$ cat src/rtl/sdram_read_responder_pkg.sv
// sdram_read_responder_pkg: shared types and constants for the ROM read path on the SDRAM side.
package sdram_read_responder_pkg;
   typedef enum logic [2:0] {IDLE, ISSUE, WAIT_LO, WAIT_HI, DONE} state_t;
   localparam int SDRAM_BURST_WORDS = 2;
   localparam int BEAT_W = 16;
   localparam int DEFAULT_TIMEOUT = 64;
   localparam logic [24:0] TILE_ROM_BASE = 25'h000_0000;
   localparam logic [24:0] SPRITE_ROM_BASE = 25'h080_0000;
endpackage

$ cat src/rtl/sdram_read_responder_if.sv
// sdram_read_responder_if: request/response bus plus SDRAM-core command bus of the read responder.
interface sdram_read_responder_if #(parameter int ADDR_W = 25);
   import sdram_read_responder_pkg::*;
   logic req;
   logic [ADDR_W-1:0] addr;
   logic [SDRAM_BURST_WORDS*BEAT_W-1:0] data;
   logic rdy;
   logic busy;
   logic overrun;
   logic timeout_err;
   logic core_req;
   logic [ADDR_W-2:0] core_addr;
   logic core_ack;
   logic [BEAT_W-1:0] core_data;
   logic core_valid;
   modport master (
      output req, addr, core_ack, core_data, core_valid,
      input data, rdy, busy, overrun, timeout_err, core_req, core_addr
   );
   modport slave (
      input req, addr, core_ack, core_data, core_valid,
      output data, rdy, busy, overrun, timeout_err, core_req, core_addr
   );
endinterface

$ cat src/rtl/sdram_read_responder_req_slot.sv
// sdram_req_slot: one-entry holder for a request that arrives while the responder is busy.
module sdram_req_slot #(parameter int ADDR_W = 25) (
   input  logic              clk,
   input  logic              reset,
   input  logic              i_req,
   input  logic              i_idle,
   input  logic [ADDR_W-1:0] i_addr,
   output logic              o_valid,
   output logic [ADDR_W-1:0] o_addr,
   output logic              o_overrun
);
   logic r_valid, r_overrun;
   logic [ADDR_W-1:0] r_addr;
   logic w_pop, w_store;
   // An idle FSM always consumes a held entry, which frees the slot for a same-cycle req.
   assign w_pop = i_idle && r_valid;
   assign w_store = i_req && (w_pop || (!r_valid && !i_idle));
   always_ff @(posedge clk) begin
      if (reset) begin
         r_valid <= 1'b0;
         r_addr <= '0;
         r_overrun <= 1'b0;
      end else begin
         if (w_store) r_addr <= i_addr;
         r_valid <= w_store || (r_valid && !w_pop);
         r_overrun <= r_overrun || (i_req && r_valid && !w_pop);
      end
   end
   assign o_valid = r_valid;
   assign o_addr = r_addr;
   assign o_overrun = r_overrun;
endmodule

$ cat src/rtl/sdram_read_responder.sv
// sdram_read_responder: turns a read pulse into a 2-beat SDRAM read and returns the 32-bit result.
module sdram_read_responder
   import sdram_read_responder_pkg::*;
#(
   parameter int ADDR_W = 25,
   parameter int TIMEOUT = DEFAULT_TIMEOUT
) (
   input logic clk,
   input logic reset,
   sdram_read_responder_if.slave bus
);
   localparam int CW = $clog2(TIMEOUT);
   localparam int WA_W = ADDR_W - 1;
   state_t r_state;
   logic [CW-1:0] r_cnt;
   logic [BEAT_W-1:0] r_lo;
   logic [SDRAM_BURST_WORDS*BEAT_W-1:0] r_data;
   logic r_rdy, r_terr, r_busy, r_creq;
   logic [WA_W-1:0] r_caddr;
   logic w_pv;
   logic [ADDR_W-1:0] w_pa, w_sel;
   sdram_req_slot #(.ADDR_W(ADDR_W)) u_slot (
      .clk(clk),
      .reset(reset),
      .i_req(bus.req),
      .i_idle(r_state == IDLE),
      .i_addr(bus.addr),
      .o_valid(w_pv),
      .o_addr(w_pa),
      .o_overrun(bus.overrun)
   );
   assign w_sel = w_pv ? w_pa : bus.addr;
   always_ff @(posedge clk) begin
      if (reset) begin
         r_state <= IDLE;
         r_cnt <= '0;
         r_lo <= '0;
         r_data <= '0;
         r_rdy <= 1'b0;
         r_terr <= 1'b0;
         r_busy <= 1'b0;
         r_creq <= 1'b0;
         r_caddr <= '0;
      end else begin
         r_rdy <= 1'b0;
         r_terr <= 1'b0;
         r_busy <= (r_state != IDLE) || w_pv;
         case (r_state)
            IDLE: if (w_pv || bus.req) begin
               r_caddr <= WA_W'((w_sel >> 2) << 1);
               r_creq <= 1'b1;
               r_cnt <= '0;
               r_state <= ISSUE;
            end
            DONE: begin
               r_rdy <= 1'b1;
               r_state <= IDLE;
            end
            default: if (r_cnt == CW'(TIMEOUT - 1)) begin
               r_creq <= 1'b0;
               r_data <= '0;
               r_rdy <= 1'b1;
               r_terr <= 1'b1;
               r_state <= IDLE;
            end else begin
               r_cnt <= r_cnt + CW'(1);
               // A beat arriving with the ack is the low half, so WAIT_LO is skipped.
               if (r_state == ISSUE && bus.core_ack) begin
                  r_creq <= 1'b0;
                  r_lo <= bus.core_data;
                  r_state <= bus.core_valid ? WAIT_HI : WAIT_LO;
               end
               if (r_state == WAIT_LO && bus.core_valid) begin
                  r_lo <= bus.core_data;
                  r_state <= WAIT_HI;
               end
               if (r_state == WAIT_HI && bus.core_valid) begin
                  r_data <= {bus.core_data, r_lo};
                  r_state <= DONE;
               end
            end
         endcase
      end
   end
   assign bus.data = r_data;
   assign bus.rdy = r_rdy;
   assign bus.timeout_err = r_terr;
   assign bus.busy = r_busy;
   assign bus.core_req = r_creq;
   assign bus.core_addr = r_caddr;
endmodule
$ cat src/flat_wrapper.sv
// flat-port wrapper written by rule: the top's interface ports become plain ports
module sdram_read_responder_flat import sdram_read_responder_pkg::*;
#(
   parameter int ADDR_W = 25,
   parameter int TIMEOUT = DEFAULT_TIMEOUT
)
  (clk, reset, bus_req, bus_addr, bus_core_ack, bus_core_data, bus_core_valid, bus_data, bus_rdy, bus_busy, bus_overrun, bus_timeout_err, bus_core_req, bus_core_addr);
  sdram_read_responder_if #(.ADDR_W(ADDR_W)) bus_i ();
  input logic clk;
  input logic reset;
  input wire logic [$bits(bus_i.req)-1:0] bus_req;
  input wire logic [$bits(bus_i.addr)-1:0] bus_addr;
  input wire logic [$bits(bus_i.core_ack)-1:0] bus_core_ack;
  input wire logic [$bits(bus_i.core_data)-1:0] bus_core_data;
  input wire logic [$bits(bus_i.core_valid)-1:0] bus_core_valid;
  output wire logic [$bits(bus_i.data)-1:0] bus_data;
  output wire logic [$bits(bus_i.rdy)-1:0] bus_rdy;
  output wire logic [$bits(bus_i.busy)-1:0] bus_busy;
  output wire logic [$bits(bus_i.overrun)-1:0] bus_overrun;
  output wire logic [$bits(bus_i.timeout_err)-1:0] bus_timeout_err;
  output wire logic [$bits(bus_i.core_req)-1:0] bus_core_req;
  output wire logic [$bits(bus_i.core_addr)-1:0] bus_core_addr;
  assign bus_i.req = bus_req;
  assign bus_i.addr = bus_addr;
  assign bus_i.core_ack = bus_core_ack;
  assign bus_i.core_data = bus_core_data;
  assign bus_i.core_valid = bus_core_valid;
  assign bus_data = bus_i.data;
  assign bus_rdy = bus_i.rdy;
  assign bus_busy = bus_i.busy;
  assign bus_overrun = bus_i.overrun;
  assign bus_timeout_err = bus_i.timeout_err;
  assign bus_core_req = bus_i.core_req;
  assign bus_core_addr = bus_i.core_addr;
  sdram_read_responder #(.ADDR_W(ADDR_W), .TIMEOUT(TIMEOUT)) u_core (.clk(clk), .reset(reset), .bus(bus_i));
endmodule
$ cat config.mk
export PLATFORM = sky130hd
export DESIGN_NAME = sdram_read_responder_flat
export DESIGN_NICKNAME = d
export VERILOG_FILES = /design/src/rtl/sdram_read_responder_pkg.sv /design/src/rtl/sdram_read_responder_if.sv /design/src/rtl/sdram_read_responder_req_slot.sv /design/src/rtl/sdram_read_responder.sv /design/src/flat_wrapper.sv
export SDC_FILE = /design/constraint.sdc
export NUM_CORES = 1
export LEC_CHECK = 0
export BUFFER_PORTS_ARGS = -buffer_cell sky130_fd_sc_hd__buf_2
export CAP_MARGIN = 20
export CORE_MARGIN = 3
export CORE_UTILIZATION = 48
export DETAILED_ROUTE_END_ITERATION = 10
export PLACE_DENSITY = 0.79
export SETUP_SLACK_MARGIN = 0.05
export SYNTH_ARGS = -nofsm -noshare
export SYNTH_HDL_FRONTEND = slang
export SYNTH_SLANG_ARGS = --single-unit
export TNS_END_PERCENT = 5
$ cat constraint.sdc
create_clock -name clk -period 2 [get_ports clk]
set_input_delay 0.4 -clock clk [delete_from_list [all_inputs] [get_ports clk]]
set_output_delay 0.4 -clock clk [all_outputs]
set_load 0.005 [all_outputs]
==> metrics.md, run 1 <==
| Metric | Value |
|---|---|
| Status | finished, final reports clean |
| Site row count | 33 |
| Post-route ant nets | 0 |
| Hold endpoint | u_core.bus.data[28] |
| Slowest Stage Delay on Critical Path | 0.42 ns |
| Period utilization | 0.915 |
| Fraction of synthesized area in multiplexers | 0.0937 |
| Critical path startpoint category | flop |
| Final nets | 583 |
| Diodes inserted | 0 |
| Final setup vio count | 0 |
| WP buf/inv | 1 |
| Vias per cell | 5.37 |
| Yosys top cell area share | 0.509 |
| Max Used Layer | met4 |
| Die span in x | 101 um |
| CP Data Arrival Time | 2.12 ns |
| Residual overflow from global routing | 0 |
| CTS Hold Bufs | 0 |
| Placed inst area | 4970 um2 |
| Post-synth top area cell | dfxtp_1 |
| Crit-path cells | or3_1 -> ha_1 -> and2_1 -> buf_12 -> nand2_1 -> a21oi_1 |
| Synthesized netlist cell count | 436 |
| R2R depth | 6 |
| Skew final | 0.00797 ns |
| Hold depth | 2 |
| Crit path max-delay cell type | or3_1 |
| Post-cts sizing count | 0 |
| RSZ-0062 raised after global routing | no |
| First-pass DRT Iterations | 7 |
| WL per Instance | 14.9 um |
| Synth warn | 0 |
| Core Util, Final | 0.613 |
| Io pins | 107 |
| Leak Pwr | 0.00214 uW |
| Root Buffer | clkbuf_8 |
| Placed insts | 627 |
| Die Y | 101 um |
| Postcts setup bufs | 0 |
| GRT Total Usage | 0.193 |
| Clk pin slew, worst setup/hold paths | 0.11 ns |
| Number of global-route vias before repair | 3374 |
| First-pass GRT wire length | 15.9 mm |
| Pins Over Slew Limit | 0 |
| Post-synth top flop | dfxtp_1 |
| CP Capture Type | flop |
| Worst Hold Launch | bus_core_data[12] |
| Synth Area per Inst | 9.83 um2 |
| Final TNS setup | 0 ns |
| Top post-synthesis cells by area | dfxtp_1, mux2i_1, a22o_1 |
| Final hold violation count | 0 |
| Synth Net Count | 486 |
| Pin count of the biggest net entering global routing | 52 |
| WL final | 9.60 mm |
| Syn Std Cell Area | 4290 um2 |
| H-tree levels | 3 |
| Worst reg2reg startpoint | u_core.r_state[2] |
| Inserted Clock Buffers | 9 |
| Post-synthesis adder-cell area fraction | 0.0117 |
| Tmin final | 1.83 ns |
| VDD IR-drop max | 0.000567 V |
| Post-synthesis compound-gate area fraction | 0.183 |
| Met3 wire len | 493 um |
| Required time worst endpoint | 2.29 ns |
| Post-Synth Simple-Gate Area | 0.155 |
| Post-synth cell types | 38 |
| Layout Cells excl Fill | 643 |
| Clock Sink Count | 109 |
| Crit Path Category | reg2reg |
| Share of layout cells above drive strength 1 | 0.290 |
| Hold crit path type | in2reg |
| Clock Tree Buf Depth | 2 |
| Area Growth Syn to Fin | 20.5% |
| Die ar. | 10100 um2 |
| Finished Cell Area | 5170 um2 |
| Initial Utilization | 0.509 |
| FF+latch count, synth | 109 |
| Largest family of logic cells by synthesized area | compound AO/OA/AOI/OAI gates |
| Reg2reg end | u_core.u_slot.o_addr[4] |
| DRC Markers | 0 |
| RePlAce Congestion | 0.835 |
| PortBufs | 103 |
| Drt first-iter violations | 179 |
| Fmax achieved | 546 MHz |
| Slew margin rel. | 0.527 |
| PD cells | 919 nW/um2 |
| Reg2reg setup slack | 0.17 ns |
| Sequential share of the synthesized area | 0.509 |
| Delay-heaviest family, CP | simple AND/OR/NAND/NOR gates |
| Met2 WL | 4.69 mm |
| Hold Slack | 0.254 ns |
| Post-synth top cells | dfxtp_1, nand2_1, mux2i_1, nand2b_1, nor2_1 |
| Cell with the most instances after synthesis | dfxtp_1 |
| TritonCTS clock tree | done |
| M1 WL | 4.22 mm |
| Worst skew pair latency | 0.37 ns |
| Post-synth ARST share | 0 |
| XOR/XNOR Fraction of Synth Area | 0 |
| CP Max Fanout | 19 |
| Core area | 8420 um2 |
| Max-cap violations | 0 |
| Via count | 3450 |
| DPL Wire Length | 6.64 mm |
| Initial antenna violation count | 0 |
| Number of flops mapped to enable cells by yosys | 0 |
| Worst-margin pin slew | 0.707 ns |
## flip-flops by register name, summed over array words and instances, names as in the netlist
name / count
u_core.bus.busy: 1
u_core.bus.core_addr: 23
u_core.bus.core_req: 1
u_core.bus.data: 32
u_core.bus.rdy: 1
u_core.bus.timeout_err: 1
u_core.r_cnt: 6
u_core.r_lo: 16
u_core.r_state: 3
u_core.u_slot.o_addr: 23
u_core.u_slot.o_overrun: 1
u_core.u_slot.o_valid: 1
## metrics by stage
stage	total power (uW)	setup WS, ns
after floorplan	3170	-0.0164
after global placement	3470	-0.0388
after detailed placement	3520	0.143
after CTS	4790	0.148
after global routing	5000	0.0574
final	4750	0.169
## worst max-delay path by stage
stage | startpoint | to | slack (ns) | depth (start not counted)
2_1_floorplan | u_core.r_state[2] | u_core.u_slot.o_addr[11] | -0.02 | 9
3_3_place_gp | bus_core_valid | u_core.bus.data[9] | -0.04 | 5
3_5_place_dp | bus_core_valid | u_core.bus.data[11] | 0.14 | 6
4_1_cts | u_core.r_state[2] | u_core.u_slot.o_addr[4] | 0.15 | 6
5_1_grt | u_core.r_state[2] | u_core.u_slot.o_addr[4] | 0.06 | 6
6_report | u_core.r_state[2] | u_core.u_slot.o_addr[4] | 0.17 | 6
## worst reg2reg max path: stages, from the launching register on
cell     delay (ns)
dfxtp_1        0.34
or3_1          0.42
ha_1           0.32
and2_1         0.30
buf_12         0.20
nand2_1        0.07
a21oi_1        0.12
## final cells by class
class | count | area, um2
multi-input cells | 288 | 1920
clock buffers | 10 | 138
clock inverters | 6 | 55.1
inverters | 4 | 15.0
repair buffers | 121 | 721
well taps | 105 | 131
flip-flops and latches | 109 | 2180
fillers | 738 | 3260
## report_power, final
group          switching, uW  internal, uW  leakage, uW
clock network            776           509    0.0000925
logic                    549           443      0.00116
registers                108          2360     0.000889
## kinds of logic after synthesis
| family | after synthesis |
|---|---|
| buffers and inverters | 39 |
| flip-flops | 109 |
| adder cells (fa/ha/maj) | 4 |
| AND/OR/NAND/NOR | 139 |
| multiplexers | 40 |
| other | 1 |
| AO/OA/AOI/OAI | 104 |
## cell usage in the layout (no fill, tap or decap), types with 2 or more instances in the layout
master	synthesis	routed
a211oi_1	18	18
a211oi_2	10	10
a21oi_1	29	29
a22o_1	32	32
a31oi_1	2	2
buf_12	0	5
buf_2	4	103
buf_4	3	12
clkbuf_8	0	10
clkinv_4	0	2
clkinvlp_4	0	2
dfxtp_1	109	108
ha_1	4	4
inv_1	4	4
inv_8	0	2
mux2i_1	39	39
nand2_1	55	55
nand2b_1	33	33
nand3_1	4	4
nor2_1	33	33
nor3_1	2	2
nor3_4	1	2
o21ai_0	8	8
or2_2	2	2
## layer usage
layer  up-vias  global-route usage
met4         0              0.0756
li1       1707                   -
met5         -                   0
met2        95               0.315
met3        20              0.0478
met1      1628               0.245
Note: power is estimated with default switching activity, not from simulation.
==> run 2: changes to the inputs <==
- CELL_PAD_IN_SITES_DETAIL_PLACEMENT: not set -> 0
- CELL_PAD_IN_SITES_GLOBAL_PLACEMENT: not set -> 1
- CORE_UTILIZATION: 48 -> 37
- CTS_BUF_LIST: not set -> sky130_fd_sc_hd__clkbuf_4
- PLACE_DENSITY: 0.79 -> 0.8
==> metrics.md, run 2 (synthesis results as in run 1) <==
| Metric | Value |
|---|---|
| Clock Sink Count | 109 |
| Required time worst endpoint | 2.39 ns |
| GRT Total Usage | 0.150 |
| Die Y | 114 um |
| CP Data Arrival Time | 2.23 ns |
| Clk pin slew, worst setup/hold paths | 0.17 ns |
| Worst reg2reg startpoint | u_core.r_state[2] |
| RSZ-0062 raised after global routing | yes |
| Most frequent cells in the layout | dfxtp_1, buf_2, nand2_1 |
| Skew final | 0.0230 ns |
| PortBufs | 103 |
| Post-route ant nets | 0 |
| Status | finished, final reports clean |
| Final setup vio count | 0 |
| First-pass DRT Iterations | 4 |
| H-tree levels | 3 |
| Worst skew pair latency | 0.46 ns |
| Vias per cell | 4.97 |
| RePlAce Congestion | 0.757 |
| Fmax achieved | 544 MHz |
| TritonCTS clock tree | done |
| Reg2reg end | u_core.u_slot.o_addr[2] |
| Share of layout cells above drive strength 1 | 0.283 |
| Hold endpoint | u_core.u_slot.o_addr[24] |
| Logic pwr share | 0.215 |
| Die span in x | 114 um |
| Worst Hold Launch | bus_addr[24] |
| Fillers | 1089 |
| Site row count | 38 |
| Initial antenna violation count | 0 |
| Tmin final | 1.84 ns |
| Crit Path Category | reg2reg |
| Postcts setup bufs | 0 |
| Post-cts sizing count | 0 |
| Drt first-iter violations | 202 |
| Reg2reg setup slack | 0.16 ns |
| Clock Tree Buf Depth | 2 |
| Hold depth | 3 |
| Io pins | 107 |
| Final TNS setup | 0 ns |
| Diodes inserted | 0 |
| Max-cap violations | 0 |
| Core Util, Final | 0.463 |
| Root Buffer | clkbuf_4 |
| Die ar. | 12900 um2 |
| WL final | 9.59 mm |
| CP Capture Type | flop |
| Leak Pwr | 0.00211 uW |
| Int Power | 3200 uW |
| Sw Share | 0.299 |
| Final hold violation count | 0 |
| R2R depth | 6 |
| Commonest non-fill, non-tap cell in the layout | dfxtp_1 |
| Crit-path cells | or3_1 -> ha_1 -> and2_1 -> buf_12 -> nand2_1 -> a21oi_1 |
| DPL Wire Length | 6.61 mm |
| Crit path max-delay cell type | or3_1 |
| Residual overflow from global routing | 0 |
| Critical path startpoint category | flop |
| VDD IR-drop max | 0.000414 V |
| Via count | 3351 |
| Sequential fraction of design power | 0.542 |
| WL per Instance | 14.2 um |
| Core area | 11100 um2 |
| Worst-margin pin slew | 0.487 ns |
| Layout Cells excl Fill | 674 |
| Number of global-route vias before repair | 3294 |
| CTS Hold Bufs | 0 |
| DRC Markers | 0 |
| Slew margin rel. | 0.672 |
| Setup WS post-layout | 0.162 ns |
| Pre-CTS setup slack | 0.167 ns |
| Period utilization | 0.919 |
| Clock share of power | 0.243 |
| PD cells | 888 nW/um2 |
| Area Growth Syn to Fin | 19.7% |
| Placed insts | 658 |
| Pins Over Slew Limit | 0 |
| Initial Utilization | 0.387 |
| Psw | 1360 uW |
| Pin count of the biggest net entering global routing | 48 |
| Hold crit path type | in2reg |
| Final nets | 579 |
| CP Max Fanout | 18 |
| First-pass GRT wire length | 15.8 mm |
| Max reg flops | 32 |
| Slowest Stage Delay on Critical Path | 0.41 ns |
| Inserted Clock Buffers | 9 |
-- run 2: worst max path at each step --
stage | from | end | slack [ns]
global placement | u_core.r_state[2] | u_core.u_slot.o_addr[23] | 0.21
CTS | u_core.r_state[2] | u_core.u_slot.o_addr[2] | 0.13
global route | u_core.r_state[2] | u_core.u_slot.o_addr[2] | 0.007
finish | u_core.r_state[2] | u_core.u_slot.o_addr[2] | 0.16
detailed placement | u_core.r_state[2] | u_core.u_slot.o_addr[7] | 0.17
floorplan | u_core.r_state[2] | u_core.u_slot.o_addr[11] | -0.02
-- run 2: through the flow --
step / total power (uW) / instance area (um2) / hold WS, ns
floorplan: 3170 / 4290 / 0.436
global placement: 3480 / 4990 / 0.441
detailed placement: 3510 / 4990 / 0.448
CTS: 4620 / 5130 / 0.129
global route: 4830 / 5130 / 0.125
finish: 4560 / 5130 / 0.161
-- run 2: final cells by class --
class | count | area, um2 | share of cell area
clock buffer | 10 | 75.1 | 0.0146
clock inverter | 6 | 61.3 | 0.0119
inverter | 4 | 15.0 | 0.00292
multi-input combinational | 288 | 1930 | 0.376
sequential | 109 | 2180 | 0.425
tap | 140 | 175 | 0.0341
timing repair buffer | 117 | 696 | 0.136
-- run 2: layer usage --
layer / vias up / global-route usage / share of wire
li1: 1703 / - / -
met1: 1579 / 0.189 / 0.46
met2: 62 / 0.244 / 0.47
met3: 7 / 0.0536 / 0.056
met4: 0 / 0.0433 / 0.013
met5: - / 0 / 0
-- run 2: power groups by stage --
stage | registers, uW | clock network [uW] | logic [uW]
after CTS | 2480 | 1150 | 994
after global placement | 2510 | 0 | 968
final | 2470 | 1110 | 980
after global routing | 2500 | 1230 | 1090
after detailed placement | 2520 | 0 | 991
after floorplan | 2510 | 0 | 662
-- run 2: worst max-delay path, delay by kind of cell, from the launching register on --
kind                       cells  cell delay [ns]
and+or+nand+nor                3             0.80
AOI/OAI and AO/OA              1             0.13
buffers and inverters          1             0.20
DFF                            1             0.33
adders and majority gates      1             0.31
==> run 3: changes to the inputs <==
- GPL_ROUTABILITY_DRIVEN: not set -> 0
- clock period: 2 -> 1.5 ns (I/O delays scaled with it)
==> metrics.md, run 3 (synthesis results as in run 1) <==
| Metric | Value |
|---|---|
| Tmin final | 1.66 ns |
| Via count | 3583 |
| Clock Sink Count | 109 |
| Inserted Clock Buffers | 9 |
| Max reg flops | 32 |
| Register area | 2190 um2 |
| Die Y | 114 um |
| Clock Tree Buf Depth | 2 |
| Commonest non-fill, non-tap cell in the layout | buf_2 |
| First-pass DRT Iterations | 4 |
| GRT Total Usage | 0.161 |
| Required time worst endpoint | 1.85 ns |
| Status | finished, violations left |
| WL final | 10.7 mm |
| PortBufs | 103 |
| VDD IR-drop max | 0.000591 V |
| Layout Cells excl Fill | 707 |
| Post-route ant nets | 0 |
| Pins Over Slew Limit | 0 |
| Diodes inserted | 0 |
| Multi-input logic area | 2070 um2 |
| Share of layout cells above drive strength 1 | 0.374 |
| Skew final | 0.0147 ns |
| Residual overflow from global routing | 0 |
| CP Max Fanout | 7 |
| Fillers | 1009 |
| Final nets | 612 |
| DPL Wire Length | 6.63 mm |
| Core Util, Final | 0.514 |
| Final TNS setup | -6.02 ns |
| Placed insts | 675 |
| Final setup vio count | 65 |
| RSZ-0062 raised after global routing | yes |
| Die span in x | 114 um |
| Initial Utilization | 0.387 |
| Area Growth Syn to Fin | 32.8% |
| Leak Pwr | 0.00236 uW |
| TritonCTS clock tree | done |
| Finished Cell Area | 5690 um2 |
| Max-cap violations | 0 |
| Most frequent cells in the layout | buf_2, dfxtp_1, nand2_1 |
| PD cells | 1130 nW/um2 |
| Final hold violation count | 0 |
| Failing checks | setup timing |
| Site row count | 38 |
| Io pins | 107 |
| Number of global-route vias before repair | 3466 |
| Core area | 11100 um2 |
| Clk pin slew, worst setup/hold paths | 0.16 ns |
| Worst skew pair latency | 0.46 ns |
| Setup WS post-layout | -0.159 ns |
| Hold crit path type | in2reg |
| H-tree levels | 3 |
| First-pass GRT wire length | 16.9 mm |
| Die ar. | 12900 um2 |
| DRC Markers | 0 |
| Root Buffer | clkbuf_4 |
| CP Capture Type | flop |
| Placed inst area | 5130 um2 |
| WL per Instance | 15.1 um |
| Initial antenna violation count | 0 |
| Crit Path Category | reg2reg |
| Vias per cell | 5.07 |
| CP Data Arrival Time | 2.01 ns |
| Fmax achieved | 603 MHz |
| Period utilization | 1.11 |
| Hold Slack | 0.0571 ns |
| Critical path startpoint category | flop |
| Drt first-iter violations | 224 |
| Pin count of the biggest net entering global routing | 58 |
[run 3: cell count changes in the layout (fill, tap and decap cells not counted), sizes merged]
cell and delta:
clkbuf +5, bufinv -1, clkinvlp +2, buf +28, inv -1
[run 3: per-stage QoR]
step	worst slack, ns	total power [uW]
final	-0.159	6450
after detailed placement	-0.175	4790
after CTS	-0.114	6230
after global placement	-0.116	4740
after global routing	-0.179	6810
after floorplan	-0.288	4280
[run 3: report_power, final]
group	switching, uW	internal (uW)	leakage (uW)
clock network	944	340	0.0000526
logic	904	967	0.00141
registers	137	3160	0.000891
total	1990	4470	0.00236
[run 3: area by class of cell]
cell class,count,share of cell area
Clock buffer,10,0.0132
Clock inverter,6,0.00527
Inverter,4,0.00264
Multi-Input combinational cell,288,0.363
Sequential cell,109,0.385
Tap cell,140,0.0308
Timing Repair Buffer,150,0.200
[run 3: worst paths after layout]
path	slack [ns]	start	endpoint	cells past startpoint
worst max-delay path	-0.16	u_core.r_state[1]	u_core.bus.core_addr[3]	7
worst min-delay path	0.06	bus_addr[9]	u_core.u_slot.o_addr[9]	3
worst max register to register	-0.16	u_core.r_state[1]	u_core.bus.core_addr[3]	7
worst min register to register	0.46	u_core.u_slot.o_addr[21]	u_core.u_slot.o_addr[21]	2
[run 3: repair_timing]
item | in CTS | in global routing
gates resized for setup | 26 | 26
gates cloned | 2 | 7
endpoints found under the setup margin | 105 | 105
pin swaps | 12 | 36
setup buffers | 5 | 2
hold buffers | 0 | 0
[run 3: worst max-delay path, cell delays in order, from the launching register on]
cell       delay (ns)
dfxtp_2          0.36
or3_4            0.42
buf_6            0.14
nor2_4           0.11
buf_12           0.16
buf_8            0.15
clkbuf_16        0.15
a211oi_2         0.05
[run 3: layer usage]
metal  global-route usage  wire length, um
met5                    0                0
met3               0.0366              449
met4               0.0689              178
met1                0.212             4940
met2                0.256             5130
